**config.mk**
```make
export PLATFORM = sky130hd
export DESIGN_NAME = hazard_scoreboard_flat
export DESIGN_NICKNAME = d
export VERILOG_FILES = /design/src/rtl/hazard_scoreboard_if.sv /design/src/rtl/hazard_scoreboard.sv /design/src/flat_wrapper.sv
export SDC_FILE = /design/constraint.sdc
export NUM_CORES = 1
export LEC_CHECK = 0
export CORE_MARGIN = 3
export CORE_UTILIZATION = 45
export DETAILED_ROUTE_END_ITERATION = 12
export DONT_BUFFER_PORTS = 1
export PLACE_DENSITY = 0.67
export REMOVE_ABC_BUFFERS = 1
export SLEW_MARGIN = 15
export SYNTH_ARGS = -nofsm -noshare
export SYNTH_HDL_FRONTEND = slang
export SYNTH_SLANG_ARGS = --single-unit
```
**constraint.sdc**
```tcl
create_clock -name clk -period 2.25 [get_ports clk]
set_input_delay 0.675 -clock clk [delete_from_list [all_inputs] [get_ports clk]]
set_output_delay 0.675 -clock clk [all_outputs]
set_load 0.01 [all_outputs]
```
**src/rtl/hazard_scoreboard_if.sv**
```systemverilog
// Decode-side bus of the hazard scoreboard.
// The decode/pipeline control side is the master: it presents the ID instruction and the
// branch resolution. The scoreboard is the slave: it returns the tracked destinations,
// the bypass selects, the stall/enable pair, the flush strobes and the event counters.
interface hazard_scoreboard_if #(
  parameter int CNT_W = 16
);
  logic [31:0]      IdInstr;
  logic             IdValid;
  logic             IdRegWR;
  logic             IdMemRead;
  logic             BranchF;

  logic [4:0]       RegDEX;
  logic [4:0]       RegDMEM;
  logic [4:0]       RegDWB;
  logic [1:0]       FwASel;
  logic [1:0]       FwBSel;
  logic             Stall;
  logic             EnPC;
  logic             EnIFID;
  logic             FlushIF;
  logic             FlushID;
  logic [1:0]       State;
  logic [CNT_W-1:0] StallCnt;
  logic [CNT_W-1:0] FlushCnt;

  modport master (
    output IdInstr, IdValid, IdRegWR, IdMemRead, BranchF,
    input  RegDEX, RegDMEM, RegDWB, FwASel, FwBSel, Stall, EnPC, EnIFID,
           FlushIF, FlushID, State, StallCnt, FlushCnt
  );

  modport slave (
    input  IdInstr, IdValid, IdRegWR, IdMemRead, BranchF,
    output RegDEX, RegDMEM, RegDWB, FwASel, FwBSel, Stall, EnPC, EnIFID,
           FlushIF, FlushID, State, StallCnt, FlushCnt
  );
endinterface

```
**src/rtl/hazard_scoreboard.sv**
```systemverilog
// Writer-side hazard scoreboard for the 5-stage RISC-V pipeline.
// Tracks the destination of every instruction sitting in the EX, MEM and WB slots and
// derives from them the operand bypass selects, the load-use stall and the multi-cycle
// flush that follows a taken branch. Bypass selects, slot destinations, state and counters
// come from registered state only; Stall, the enables and the flush strobes also look at
// the current ID instruction and BranchF.
module hazard_scoreboard #(
  parameter int FLUSH_CYCLES = 2,
  parameter int CNT_W        = 16
) (
  input logic                clk,
  input logic                rst_n,
  hazard_scoreboard_if.slave bus
);

  // Tracked fields of one pipeline slot. A bubble is the all-zero value.
  typedef struct packed {
    logic       valid;
    logic [4:0] rd;
    logic [4:0] rs1;
    logic [4:0] rs2;
    logic       regwr;
    logic       memrd;
  } slot_t;

  localparam logic [1:0] ST_RUN   = 2'b00;
  localparam logic [1:0] ST_FLUSH = 2'b01;

  // Remaining flush cycles after the branch cycle itself; 3 bits cover FLUSH_CYCLES up to 7.
  localparam logic [2:0] FLUSH_RELOAD = 3'(FLUSH_CYCLES - 1);

  localparam logic [1:0] FW_REGFILE = 2'b00;
  localparam logic [1:0] FW_MEM     = 2'b01;
  localparam logic [1:0] FW_WB      = 2'b10;

  slot_t            idSlot;
  slot_t            exSlot_q;
  slot_t            exSlot_d;
  slot_t            memSlot_q;
  slot_t            wbSlot_q;

  logic [1:0]       state_q;
  logic [1:0]       state_d;
  logic [2:0]       flushLeft_q;
  logic [2:0]       flushLeft_d;

  logic [CNT_W-1:0] stallCnt_q;
  logic [CNT_W-1:0] stallCnt_d;
  logic [CNT_W-1:0] flushCnt_q;
  logic [CNT_W-1:0] flushCnt_d;

  logic             inFlush;
  logic             loadUseHit;
  logic             stall;
  logic             bubble;
  logic [1:0]       fwA;
  logic [1:0]       fwB;

  // Opcode, funct3 and funct7 play no part in hazard tracking.
  logic             unusedInstrBits;
  assign unusedInstrBits = ^{bus.IdInstr[31:25], bus.IdInstr[14:12], bus.IdInstr[6:0]};

  // True when a slot produces a result for register src that a bypass may pick up.
  // Loads still in MEM have no data yet, so allowLoad is only set for the WB slot.
  function automatic logic slotWrites(slot_t s, logic [4:0] src, logic allowLoad);
    return s.valid && s.regwr && (s.rd != 5'd0) && (allowLoad || !s.memrd) && (s.rd == src);
  endfunction

  // MEM is the younger writer, so it wins over WB when both hold the same register.
  function automatic logic [1:0] bypassFor(logic [4:0] src, slot_t memS, slot_t wbS);
    if (slotWrites(memS, src, 1'b0)) begin
      return FW_MEM;
    end else if (slotWrites(wbS, src, 1'b1)) begin
      return FW_WB;
    end
    return FW_REGFILE;
  endfunction

  // Slot-shaped view of the instruction in ID.
  always_comb begin
    idSlot       = '0;
    idSlot.valid = 1'b1;
    idSlot.rd    = bus.IdInstr[11:7];
    idSlot.rs1   = bus.IdInstr[19:15];
    idSlot.rs2   = bus.IdInstr[24:20];
    idSlot.regwr = bus.IdRegWR;
    idSlot.memrd = bus.IdMemRead;
  end

  // Load-use detection, stall and the decision whether EX takes a bubble this cycle.
  always_comb begin
    inFlush    = (state_q == ST_FLUSH);
    loadUseHit = exSlot_q.valid && exSlot_q.memrd && (exSlot_q.rd != 5'd0) &&
                 ((exSlot_q.rd == idSlot.rs1) || (exSlot_q.rd == idSlot.rs2));
    stall      = rst_n && !inFlush && bus.IdValid && loadUseHit && !bus.BranchF;
    bubble     = stall || bus.BranchF || inFlush || !bus.IdValid;
    exSlot_d   = bubble ? '0 : idSlot;
  end

  // Slot pipeline: ID or a bubble enters EX, everything else shifts one step and WB retires.
  always_ff @(posedge clk or negedge rst_n) begin
    if (!rst_n) begin
      exSlot_q  <= '0;
      memSlot_q <= '0;
      wbSlot_q  <= '0;
    end else begin
      exSlot_q  <= exSlot_d;
      memSlot_q <= exSlot_q;
      wbSlot_q  <= memSlot_q;
    end
  end

  // Flush sequencer: a taken branch (re)arms the countdown, which runs out back into RUN.
  always_comb begin
    state_d     = state_q;
    flushLeft_d = flushLeft_q;
    case (state_q)
      ST_RUN: begin
        if (bus.BranchF) begin
          state_d     = ST_FLUSH;
          flushLeft_d = FLUSH_RELOAD;
        end
      end
      ST_FLUSH: begin
        if (bus.BranchF) begin
          flushLeft_d = FLUSH_RELOAD;
        end else if (flushLeft_q == 3'd0) begin
          state_d = ST_RUN;
        end else begin
          flushLeft_d = flushLeft_q - 3'd1;
        end
      end
      default: begin
        state_d     = ST_RUN;
        flushLeft_d = 3'd0;
      end
    endcase
  end

  // Flush state and countdown registers.
  always_ff @(posedge clk or negedge rst_n) begin
    if (!rst_n) begin
      state_q     <= ST_RUN;
      flushLeft_q <= 3'd0;
    end else begin
      state_q     <= state_d;
      flushLeft_q <= flushLeft_d;
    end
  end

  // Event counter next values; both stick at all-ones instead of wrapping.
  always_comb begin
    stallCnt_d = stallCnt_q;
    flushCnt_d = flushCnt_q;
    if (stall && !(&stallCnt_q)) begin
      stallCnt_d = stallCnt_q + 1'b1;
    end
    if (bus.BranchF && !(&flushCnt_q)) begin
      flushCnt_d = flushCnt_q + 1'b1;
    end
  end

  // Stall-cycle and branch-pulse counters.
  always_ff @(posedge clk or negedge rst_n) begin
    if (!rst_n) begin
      stallCnt_q <= '0;
      flushCnt_q <= '0;
    end else begin
      stallCnt_q <= stallCnt_d;
      flushCnt_q <= flushCnt_d;
    end
  end

  // Bypass selects for the instruction now in EX, decoded from registered slots only.
  always_comb begin
    fwA = bypassFor(exSlot_q.rs1, memSlot_q, wbSlot_q);
    fwB = bypassFor(exSlot_q.rs2, memSlot_q, wbSlot_q);
  end

  assign bus.RegDEX   = (exSlot_q.valid  && exSlot_q.regwr)  ? exSlot_q.rd  : 5'd0;
  assign bus.RegDMEM  = (memSlot_q.valid && memSlot_q.regwr) ? memSlot_q.rd : 5'd0;
  assign bus.RegDWB   = (wbSlot_q.valid  && wbSlot_q.regwr)  ? wbSlot_q.rd  : 5'd0;
  assign bus.FwASel   = fwA;
  assign bus.FwBSel   = fwB;
  assign bus.Stall    = stall;
  assign bus.EnPC     = rst_n && !stall;
  assign bus.EnIFID   = rst_n && !stall;
  assign bus.FlushIF  = rst_n && (bus.BranchF || inFlush);
  assign bus.FlushID  = rst_n && (bus.BranchF || inFlush);
  assign bus.State    = state_q;
  assign bus.StallCnt = stallCnt_q;
  assign bus.FlushCnt = flushCnt_q;

endmodule

```
**src/flat_wrapper.sv**
```systemverilog
// flat-port wrapper written by rule: the top's interface ports become plain ports
module hazard_scoreboard_flat 
#(
  parameter int FLUSH_CYCLES = 2,
  parameter int CNT_W        = 16
)
  (clk, rst_n, bus_IdInstr, bus_IdValid, bus_IdRegWR, bus_IdMemRead, bus_BranchF, bus_RegDEX, bus_RegDMEM, bus_RegDWB, bus_FwASel, bus_FwBSel, bus_Stall, bus_EnPC, bus_EnIFID, bus_FlushIF, bus_FlushID, bus_State, bus_StallCnt, bus_FlushCnt);
  hazard_scoreboard_if #(.CNT_W(CNT_W)) bus_i ();
  input logic clk;
  input logic rst_n;
  input wire logic [$bits(bus_i.IdInstr)-1:0] bus_IdInstr;
  input wire logic [$bits(bus_i.IdValid)-1:0] bus_IdValid;
  input wire logic [$bits(bus_i.IdRegWR)-1:0] bus_IdRegWR;
  input wire logic [$bits(bus_i.IdMemRead)-1:0] bus_IdMemRead;
  input wire logic [$bits(bus_i.BranchF)-1:0] bus_BranchF;
  output wire logic [$bits(bus_i.RegDEX)-1:0] bus_RegDEX;
  output wire logic [$bits(bus_i.RegDMEM)-1:0] bus_RegDMEM;
  output wire logic [$bits(bus_i.RegDWB)-1:0] bus_RegDWB;
  output wire logic [$bits(bus_i.FwASel)-1:0] bus_FwASel;
  output wire logic [$bits(bus_i.FwBSel)-1:0] bus_FwBSel;
  output wire logic [$bits(bus_i.Stall)-1:0] bus_Stall;
  output wire logic [$bits(bus_i.EnPC)-1:0] bus_EnPC;
  output wire logic [$bits(bus_i.EnIFID)-1:0] bus_EnIFID;
  output wire logic [$bits(bus_i.FlushIF)-1:0] bus_FlushIF;
  output wire logic [$bits(bus_i.FlushID)-1:0] bus_FlushID;
  output wire logic [$bits(bus_i.State)-1:0] bus_State;
  output wire logic [$bits(bus_i.StallCnt)-1:0] bus_StallCnt;
  output wire logic [$bits(bus_i.FlushCnt)-1:0] bus_FlushCnt;
  assign bus_i.IdInstr = bus_IdInstr;
  assign bus_i.IdValid = bus_IdValid;
  assign bus_i.IdRegWR = bus_IdRegWR;
  assign bus_i.IdMemRead = bus_IdMemRead;
  assign bus_i.BranchF = bus_BranchF;
  assign bus_RegDEX = bus_i.RegDEX;
  assign bus_RegDMEM = bus_i.RegDMEM;
  assign bus_RegDWB = bus_i.RegDWB;
  assign bus_FwASel = bus_i.FwASel;
  assign bus_FwBSel = bus_i.FwBSel;
  assign bus_Stall = bus_i.Stall;
  assign bus_EnPC = bus_i.EnPC;
  assign bus_EnIFID = bus_i.EnIFID;
  assign bus_FlushIF = bus_i.FlushIF;
  assign bus_FlushID = bus_i.FlushID;
  assign bus_State = bus_i.State;
  assign bus_StallCnt = bus_i.StallCnt;
  assign bus_FlushCnt = bus_i.FlushCnt;
  hazard_scoreboard #(.FLUSH_CYCLES(FLUSH_CYCLES), .CNT_W(CNT_W)) u_core (.clk(clk), .rst_n(rst_n), .bus(bus_i));
endmodule
```
==> metrics.txt <==
total die area approximately 8500 sq um; YS warnings 0; CTS Root Cell clkbuf_8; Syn Area/Cell around 11 sq um; total length of routed met2 wires 3440 microns; Crit-path slowest cell or4_4; peak supply drop 0.490 mV; Psw about 0.94 mW; first-pass GRT wire length about 11000 microns; vias 2299; post-synth cell types 45; Clock Power Share between 30% and 40%; post-synthesis sequential area ratio approximately half; DP Wirelength approximately 4800 microns; synthesized cell area roughly 3400 sq um; largest cells by area after synthesis dfrtp_1, xor2_1, xnor2_1; Int Pwr ~2 mW; pwr dens ~750 nW/um^2; NumNets Final about 380; Critical Path Fanout Max 2; final instance area between 3000 and 4000 sq um; max layer used met4; routed len/inst approximately 16 microns; # placed instances just over 400; CTS tree built; worst reg2reg path startpoint u_core.bus.FlushCnt[1]; worst rel slew slack 56.7%; #FFs+latches synth 69; CP cell instances or4_4, o21ai_4, nor4_2, nor4_1, buf_4; synth-to-layout area growth 16.7%; worst clock skew roughly 0.014 ns; critical path class reg2out; Slew @ Worst Pin between 0.6 and 0.7 ns; clk_lat worst skew around 0.34 ns; Synth top area share between 50% and 60%; Final min period about 2.6 ns; Setup violations, final 7; r2r endpoint u_core.bus.FlushCnt[1]; Power, Total 2.94 mW; fin cells 440; clock buffer depth 2; pre-CTS setup slack -0.230 ns; Synth top cells by count dfrtp_1, xor2_1, xnor2_1, nor2_1, and2_1; violated checks negative setup slack; worst path required time 1.57 ns; Synth Flop Type dfrtp_1; Flop pwr share 53.5%; # H-tree levels 3; initial antenna violation count 4; max frequency around 0.38 GHz; switching part of the total 31.8%; status complete, but fails checks; leading area contributor after synthesis dfrtp_1; drt total wl ~6900 microns; num rows 30; Congestion Overflow GR 0; drt via density approximately 5.2; Worst Reg-to-Reg Cells 6; final setup TNS -1.46 ns; placed instance area 3580 sq um; Routability Congestion about 0.78; Slowest Stage Delay on Critical Path around 0.54 ns; drt first pass iters 4; initial core utilization 47.8%; pin count of the biggest net entering global routing 69; Worst EP arrival roughly 2.0 ns; CP endpoint kind output port; CTS sink cnt between 60 and 70; 1st-iter DRT viols 108; DIE WIDTH a little over 90 microns; Post-synth EDFFs 0; Mapped Cells about 300; GRT Util Overall between 15 and 20%; RSZ-0062 raised after global routing true; Critical Path Source Type flip-flop; Core ar. 7020 sq um; residual DRC count 0; CTS Buf Count 9; final core occ 55.8%; Tcrit/Tclk final 118%; Logic pwr share around 15%; boundary pin count 96; Max Cap Violations 0; IO buf count 0; Worst Hold Class in2async; reg-to-reg slack, setup 0.22 ns; max-slew violation count 0; fillcell total roughly 640; async set-or-reset flop fraction in the synthesized netlist between 90% and 100%; Fin. Hold Viols 0; clock transition at the registers of the reported paths 0.08 ns; Leak between 1.5 and 2 nW; met3 wire length 475 microns; post-route ant nets 0; met1 wire length 2920 microns; hold slack about 0.029 ns; number of global-route vias before repair 2351; final worst setup slack -0.399 ns; layout cells sized above 1 between 20% and 30%; top-count cell post-synth dfrtp_1; Die Y slightly above 90 microns
[area by class of cell]
class	count	area, sq um	share of cell area, %
Sequential cell	69	1730	44.3
Multi-Input combinational cell	215	1590	40.6
Timing Repair Buffer	30	243	6.20
Clock buffer	9	124	3.16
Tap cell	96	120	3.07
Clock inverter	7	57.6	1.47
Inverter	10	37.5	0.958
Antenna cell	4	10.0	0.256
[flip-flops by register name, indices dropped and copies added, names as in the netlist]
register / flops
u_core.flushLeft_q: 3
u_core.bus.StallCnt: 16
u_core.exSlot_q: 18
u_core.bus.FlushCnt: 16
u_core.memSlot_q: 8
u_core.bus.State: 1
u_core.wbSlot_q: 7
[power by group through the flow]
stage | logic [mW] | clock network (mW) | registers (mW)
after floorplan | 0.312 | 0 | 1.56
after global placement | 0.401 | 0 | 1.59
after detailed placement | 0.416 | 0 | 1.59
after CTS | 0.434 | 0.951 | 1.57
after global routing | 0.524 | 1.00 | 1.60
final | 0.449 | 0.921 | 1.57
[how the worst max path moves through the flow]
stage	startpoint	end	slack [ns]
floorplan	u_core.memSlot_q[14]	bus_FwASel[1]	-0.12
global placement	u_core.memSlot_q[14]	bus_FwBSel[1]	-0.14
detailed placement	u_core.memSlot_q[14]	bus_FwASel[1]	-0.23
CTS	u_core.wbSlot_q[16]	bus_FwASel[1]	-0.41
global route	u_core.memSlot_q[13]	bus_FwASel[1]	-0.49
finish	u_core.memSlot_q[14]	bus_FwBSel[1]	-0.40
[cells by family after synthesis]
family / after synthesis / share of synthesized area [%]
AOI/OAI and AO/OA: 15 / 4.25
buffers and inverters: 19 / 2.87
adders and majority gates: 4 / 1.49
other: 1 / 0.112
muxes: 4 / 1.42
xor gates and xnor gates: 58 / 15.1
DFF: 69 / 51.4
and+or+nand+nor: 133 / 23.3
[per-layer routing]
layer | global-route usage (%) | vias to the layer above
met5 | 0 | -
met1 | 20.8 | 1116
met4 | 7.18 | 0
met2 | 27.9 | 67
met3 | 5.61 | 10
li1 | - | 1106
[cells in the final DEF, fill, tap and decap left out, types with 3 or more instances in the layout]
| cell type | count |
|---|---|
| ha_1 | 4 |
| clkinvlp_4 | 3 |
| nand2_1 | 15 |
| dfrtp_2 | 6 |
| dlygate4sd3_1 | 4 |
| nor3_1 | 14 |
| diode_2 | 4 |
| inv_6 | 3 |
| clkbuf_8 | 9 |
| buf_4 | 24 |
| inv_1 | 10 |
| and3_1 | 16 |
| nor4_1 | 6 |
| and2_1 | 17 |
| or4_1 | 3 |
| nor4_2 | 3 |
| xor2_1 | 34 |
| a21oi_1 | 4 |
| dfrtp_1 | 63 |
| nand4_1 | 8 |
| xnor2_1 | 24 |
| nand3_1 | 13 |
| nand2b_1 | 3 |
| nor2_1 | 17 |
[worst max-delay path: cells and delay by family, from the launching register on]
kind	cells	cell delay (ns)
AOI/OAI and AO/OA	1	0.20
and+or+nand+nor	3	0.89
DFF	1	0.38
buffers and inverters	1	0.17
[timing repair]
item | in CTS | in global routing
setup buffers | 4 | 2
endpoints found under the hold margin | 5 | 12
gates resized for setup | 9 | 11
hold buffers | 2 | 2
pin swaps | 4 | 3
setup endpoints to repair | 7 | 25
(Power assumes the default switching activity.)
